===== config.mk =====
export PLATFORM = sky130hd
export DESIGN_NAME = if_stage
export DESIGN_NICKNAME = d
export VERILOG_FILES = /design/src/rtl/if_stage_pkg.sv /design/src/rtl/if_stage.sv
export SDC_FILE = /design/constraint.sdc
export NUM_CORES = 1
export LEC_CHECK = 0
export ABC_CLOCK_PERIOD_IN_PS = 6700
export BUFFER_PORTS_ARGS = -buffer_cell sky130_fd_sc_hd__buf_2
export CAP_MARGIN = 20
export CORE_UTILIZATION = 50
export DETAILED_ROUTE_END_ITERATION = 7
export GPL_TIMING_DRIVEN = 0
export PLACE_DENSITY = 0.82
export SLEW_MARGIN = 20
export SYNTH_ARGS = -nofsm -noshare
export SYNTH_HDL_FRONTEND = slang
export SYNTH_SLANG_ARGS = --single-unit

===== constraint.sdc =====
create_clock -name clk -period 6.7 [get_ports clk]
set_input_delay 1.34 -clock clk [delete_from_list [all_inputs] [get_ports clk]]
set_output_delay 1.34 -clock clk [all_outputs]
set_load 0.05 [all_outputs]

===== src/rtl/if_stage_pkg.sv =====
// Shared widths, encodings and constants for the instruction-fetch stage
// and the pipeline controller that drives it.
package if_stage_pkg;

  localparam int STALL_LEVEL_LEN = 2;
  localparam int JUMP_INFO_LEN   = 2;
  localparam int RAM_ADDR_LEN    = 32;
  localparam int INST_LEN        = 32;

  localparam int JUMP_ID = 0;
  localparam int JUMP_EX = 1;

  localparam logic [STALL_LEVEL_LEN-1:0] STALL_NULL = 2'd0;
  localparam logic [STALL_LEVEL_LEN-1:0] STALL_IF   = 2'd1;
  localparam logic [STALL_LEVEL_LEN-1:0] STALL_ID   = 2'd2;
  localparam logic [STALL_LEVEL_LEN-1:0] STALL_ALL  = 2'd3;

  localparam logic [INST_LEN-1:0] ZERO_WORD = '0;
  localparam logic                ENABLE    = 1'b1;

endpackage


===== src/rtl/if_stage.sv =====
// Instruction fetch stage: issues word fetches at the fetch PC, holds the
// returned word for IF/ID and redirects on ID/EX jumps without leaking stale words.
module if_stage
  import if_stage_pkg::*;
(
  input  logic                       clk,
  input  logic                       rst,
  input  logic [STALL_LEVEL_LEN-1:0] stall_command,
  input  logic [JUMP_INFO_LEN-1:0]   jp,
  input  logic [RAM_ADDR_LEN-1:0]    jp_id_target,
  input  logic [RAM_ADDR_LEN-1:0]    jp_ex_target,
  output logic                       mem_req,
  output logic [RAM_ADDR_LEN-1:0]    mem_addr,
  input  logic                       mem_rdy,
  input  logic [INST_LEN-1:0]        mem_data,
  output logic [RAM_ADDR_LEN-1:0]    if_pc,
  output logic [INST_LEN-1:0]        if_inst,
  output logic                       if_stall_req
);

  typedef enum logic [1:0] {IDLE, FETCH, READY, FLUSH} state_t;

  localparam logic [RAM_ADDR_LEN-1:0] PC_STEP = RAM_ADDR_LEN'(4);

  state_t                  state, state_n;
  logic [RAM_ADDR_LEN-1:0] pc, pc_n;
  logic [RAM_ADDR_LEN-1:0] inflight, inflight_n;
  logic [INST_LEN-1:0]     word, word_n;
  logic                    jump;
  logic [RAM_ADDR_LEN-1:0] target;

  assign jump   = (jp[JUMP_EX] == ENABLE) || (jp[JUMP_ID] == ENABLE);
  assign target = (jp[JUMP_EX] == ENABLE) ? jp_ex_target : jp_id_target;

  always_ff @(posedge clk) begin
    if (rst) begin
      state    <= IDLE;
      pc       <= ZERO_WORD;
      inflight <= ZERO_WORD;
      word     <= ZERO_WORD;
    end else begin
      state    <= state_n;
      pc       <= pc_n;
      inflight <= inflight_n;
      word     <= word_n;
    end
  end

  always_comb begin
    state_n    = state;
    pc_n       = pc;
    inflight_n = inflight;
    word_n     = word;
    if (jump) pc_n = target;
    unique case (state)
      IDLE: begin
        word_n  = ZERO_WORD;
        state_n = FETCH;
      end
      FETCH: begin
        if (jump && !mem_rdy) begin
          // The request at the old PC is still outstanding; keep its address on the bus.
          inflight_n = pc;
          state_n    = FLUSH;
        end else if (jump) begin
          state_n = FETCH;
        end else if (mem_rdy) begin
          word_n  = mem_data;
          state_n = READY;
        end
      end
      READY: begin
        if (jump) begin
          word_n  = ZERO_WORD;
          state_n = FETCH;
        end else if (stall_command == STALL_NULL) begin
          pc_n    = pc + PC_STEP;
          state_n = FETCH;
        end
      end
      FLUSH: begin
        // A response here belongs to the superseded address; drop it and refetch.
        if (mem_rdy) state_n = FETCH;
      end
      default: state_n = IDLE;
    endcase
  end

  assign mem_req      = (state == FETCH) || (state == FLUSH);
  assign mem_addr     = (state == FLUSH) ? inflight : pc;
  assign if_pc        = (state == READY) ? pc : ZERO_WORD;
  assign if_inst      = (state == READY) ? word : ZERO_WORD;
  assign if_stall_req = (state != READY);

endmodule


# Word level (Yosys, flattened, before mapping)

Cells that the tools add are included.

Logic and storage cells: 46
Input bits: 103
Register bits: 98
Latch bits: 0
Output and inout bits: 98
Memories: 0
ROM bits: 0
RAM bits: 0

Multiplexer cells: 20
Bitwise operators: 0
Equal/unequal tests: 11
Order comparisons: 0
Reductions and logical operators: 10
Divide/modulo/power cells: 0
$mul: 0
Shifts and indexed selects: 0
Add/sub/neg operators: 1

Operator list:

| operator                                                        | count |
|---|---|
| 32-bit two-way mux                                              | 12 |
| 32-bit one-hot mux with 3 select lines                          | 1 |
| 32-bit by 3-bit adder with 32-bit output, second input constant | 1 |
| 2-bit two-way mux                                               | 6 |
| 2-bit inequality test, second input constant                    | 6 |
| 2-bit one-hot mux with 4 select lines                           | 1 |
| 5-bit AND reduction                                             | 1 |
| 2-bit == test, second input constant                            | 2 |
| 2-bit zero test                                                 | 2 |
| 4-bit inequality test, second input constant                    | 1 |
| 3-bit inequality test, second input constant                    | 1 |
| 3-bit AND reduction                                             | 1 |
| 3-bit nonzero test                                              | 1 |
| 2-bit by 1-bit == test with 1-bit output, second input constant | 1 |
| 1-bit logical OR                                                | 2 |
| 2-bit AND reduction                                             | 1 |
| 1-bit logical AND                                               | 1 |
| 1-bit zero test                                                 | 1 |

# Logic depth before layout (Yosys ltp)

Depth after elaboration: 5
Depth in mapped cells: 8

# Least setup slack after synthesis

Ideal clock, no wire load.

Path kind: register to output
From: register state[1]
To: output port if_pc[10]
Buffers on the path: 1
Data arrival time: 2.036 ns
Required time: 5.360 ns
Setup slack: 3.324 ns
Stages on the path, launching flop included: 5
Cell sequence: dfxtp_1 -> clkbuf_2 -> nor2b_1 -> clkinv_1 -> nor2_1

Longest elaborated chain between the ends: 2

RTL lines:

| what                     | line           | source |
|---|---|---|
| start: declaration       | if_stage.sv:25 | `state_t state, state_n;` |
| start signal: assignment | if_stage.sv:42 | `state <= state_n;` |
| 2-bit == test            | if_stage.sv:91 | `assign if_pc = (state == READY) ? pc : ZERO_WORD;` |
| 32-bit two-way mux       | if_stage.sv:91 |  |
| end: declaration         | if_stage.sv:16 | `output logic [RAM_ADDR_LEN-1:0] if_pc,` |

No other way between the ends.

# Worst setup path in the final report

From: register state[1]
To: output port if_inst[26]

Longest elaborated chain between the ends: 2

RTL lines:

| what               | line           | source |
|---|---|---|
| 2-bit == test      | if_stage.sv:92 | `assign if_inst = (state == READY) ? word : ZERO_WORD;` |
| 32-bit two-way mux | if_stage.sv:92 |  |
| end: declaration   | if_stage.sv:17 | `output logic [INST_LEN-1:0] if_inst,` |

No other way between the ends.

==> results summary <==
The number of synthesized register bits is 98. Of all cell types, the one taking the most synthesized area is sky130_fd_sc_hd__dfxtp_1. The die covers 10,800 sq um. The routed via count is 5,592. The global placer's final weighted congestion came out at 0.901.

In this run, synthesis inferred 0 flip-flops with an integrated enable. The floorplan die width is 104 um. The maximum fanout encountered on the critical timing path came out at 10. The area growth from synthesis to layout is 26.3%. In the global route stage, overall resource usage came out at 0.286.

The post-cts sizing count is 0. The source-to-sink clock delay at the later pin of the worst-skew pair came out at 0.37 ns. The number of DRC violations after detailed-routing iteration 0 came out at 337. The share of synthesized area in the top cell type comes to 0.378. The number of DRC violations after detailed routing is 0. The fraction of the cycle the final worst path needs is 0.563. The clock passes through at most 2 buffers. The mean area per synthesized cell is 7.73 sq um. For this configuration, the core starts out at a cell density of 0.524. The sum of net half-perimeters after detailed placement came out at 11.6 mm.

The run finished with clean final reports. In this run the critical register-to-register path is launched from state[0]. The maximum number of pins on one net before global-route repair came out at 17. Setup repair after global routing left no endpoint under its margin.

The vias per cell came out at 5.48. The number of max-capacitance violations reported came out at 0. The number of different library cells in the post-synthesis netlist came out at 44. The worst hold path startpoint is word[9]. Across the routed clock network, the largest skew measured is 0.0138 ns. In this run the worst hold path is classified as reg -> reg. The arrival time of the worst setup path is 2.43 ns.

The tree is rooted in a sky130_fd_sc_hd__clkbuf_8. The worst voltage drop across the vdd grid came out at 0.000114 V. The number of antenna diodes in the final layout is 0. The number of nets in the synthesized netlist is 776. The count of boundary I/O pins came out at 201. The post-CTS setup repair buffer count came out at 0.

The share of the Yosys chip area taken by registers is 0.378. The clock sink total came out at 98. Overall power consumption after layout is estimated at 0.00129 W. The count of synthesis-stage warnings from yosys is 0.

The number of global-route vias before repair came out at 5,208. The number of max-slew violations in the final report was 0. The final-layout setup total negative slack is 0 ns. Timing analysis after detailed placement gives a worst setup slack of 3.03 ns. After synthesis, the share of flip-flops with an asynchronous set or reset is 0. The primary flip-flop cell chosen by synthesis mapping is sky130_fd_sc_hd__dfxtp_1.

The area of the mapped netlist came out at 5190 sq um. The wire length of the first global-routing pass came out at 25.1 mm. The total setup violations reported at the end of the flow is 0. Ranked by total cell area, the synthesized netlist is headed by sky130_fd_sc_hd__dfxtp_1 38%, sky130_fd_sc_hd__nand2_1 9.0%, sky130_fd_sc_hd__a21oi_1 7.9%. The worst setup path is captured at a primary output.

For the worst setup path, the data required time is 5.36 ns. The cell row count came out at 36. The total wire length is 15.8 mm. The number of antenna violations at the first check in global routing is 0. The headroom to the max-slew limit came out at 0.552. The actual transition at the worst max-transition pin came out at 0.672 ns. The final critical-path setup slack came out at 2.93 ns. The deepest level of the CTS H-tree came out at 3. The power density of the placed cells is 197 nW/um^2.

The critical path starts at state[1]. The hold-fix buffer count after cts is 0. The total iterations of the first detailed-routing run came out at 5. The routed length per placed instance came out at 15.4 um. The number of nets with antenna violations after detailed routing is 0. The final hold violation count is 0. STA classifies the critical path startpoint as a flip-flop. In this run the standard cell core region covers 9910 sq um. The leakage power total is 2.81 nW.

The count of port buffers added during placement came out at 199. The overflow left after global routing is 0. The final period demand of the worst path came out at 3.77 ns.

Counting instances in the post-synthesis netlist gives the leading cell types as 124 x sky130_fd_sc_hd__nand2_1, 98 x sky130_fd_sc_hd__dfxtp_1, 82 x sky130_fd_sc_hd__a21oi_1, 59 x sky130_fd_sc_hd__and2_1, 45 x sky130_fd_sc_hd__clkbuf_1. The die is 104 um tall. The CTS buffer count came out at 9. The clock-pin transition on the worst setup and hold timing paths came out at 0.09 ns. The synthesized instance count came out at 672. The CTS tree is yes. The highest attainable clock frequency is 265 MHz. The number of nets at the end of the flow came out at 986. The share of cells above drive strength 1 is 0.293. In the post-synthesis netlist, the cell with the most instances is sky130_fd_sc_hd__nand2_1. The critical path class is reg -> out.
cell families (layout without fill, tap and decap cells):
kind of cell / after synthesis / count (layout) / synth area share
buf+inv: 70 / 285 / 0.0549
compound gates: 142 / 142 / 0.160
fa+ha+maj: 1 / 1 / 0.00241
mux: 41 / 41 / 0.0867
simple gates: 298 / 298 / 0.281
flops: 98 / 98 / 0.378
xor+xnor: 22 / 22 / 0.0371
where the power goes:
| group | total, W | switching [W] | leakage (nW) | internal (W) |
|---|---|---|---|---|
| Combinational | 0.000270 | 0.000178 | 1.91 | 0.0000913 |
| Clock | 0.000384 | 0.000216 | 0.0992 | 0.000169 |
| Sequential | 0.000638 | 0.0000276 | 0.802 | 0.000610 |
| Total | 0.00129 | 0.000422 | 2.81 | 0.000870 |
sequential cells by signal, summed over array words and instances, names as in the netlist:
register and flops:
pc 32, state 2, word 32, inflight 32
final timing paths:
kind	endpoint	slack [ns]	depth (start not counted)
min	word[9]	0.45	2
max	if_inst[26]	2.93	6
max reg2reg	pc[27]	4.02	8
min reg2reg	word[9]	0.45	2
area by class of cell:
class | count | area, sq um
fill | 910 | 3350
multi-input combinational | 504 | 2950
sequential | 98 | 1960
timing repair buffer | 199 | 996
buffer | 58 | 240
tap | 133 | 166
clock buffer | 12 | 165
inverter | 12 | 45.0
clock inverter | 4 | 33.8
worst max-delay path: stages (launching register included):
cell,delay [ns]
sky130_fd_sc_hd__dfxtp_1,0.31
sky130_fd_sc_hd__clkbuf_2,0.18
sky130_fd_sc_hd__nor2b_1,0.40
sky130_fd_sc_hd__clkbuf_1,0.41
sky130_fd_sc_hd__clkbuf_1,0.32
sky130_fd_sc_hd__and2_1,0.20
sky130_fd_sc_hd__buf_2,0.26
layout by cell type (no fill, tap or decap), drive strengths merged, types with 5 or more instances in the layout:
cell type | synthesis | layout
and2 | 59 | 59
buf | 12 | 211
clkbuf | 46 | 58
nand3 | 44 | 44
mux2i | 9 | 9
inv | 10 | 11
xor2 | 5 | 5
nor2 | 26 | 26
a22oi | 14 | 14
mux2 | 32 | 32
a21oi | 82 | 82
nand4 | 8 | 8
dfxtp | 98 | 98
xnor2 | 17 | 17
nor3 | 10 | 10
o21ai | 13 | 13
a211oi | 7 | 7
nor4 | 13 | 13
nand2 | 124 | 124
o22ai | 15 | 15
per-stage QoR:
step	std cells	hold slack, ns	area, sq um	utilization
final	1020	0.450	6560	0.662
after global routing	1020	0.470	6560	0.662
after CTS	1020	0.452	6560	0.661
after detailed placement	1004	0.440	6360	0.641
after global placement	1004	0.434	6360	0.641
after floorplan	672	0.427	5190	-
layer usage:
layer	up-vias	routed length, um	GRT usage	share of wire
met1	2580	6880	0.378	0.44
met3	36	1100	0.0426	0.070
met5	-	0	0	0
li1	2735	-	-	-
met2	241	7340	0.469	0.47
met4	0	436	0.118	0.028
Power figures use the tool's default switching activity.
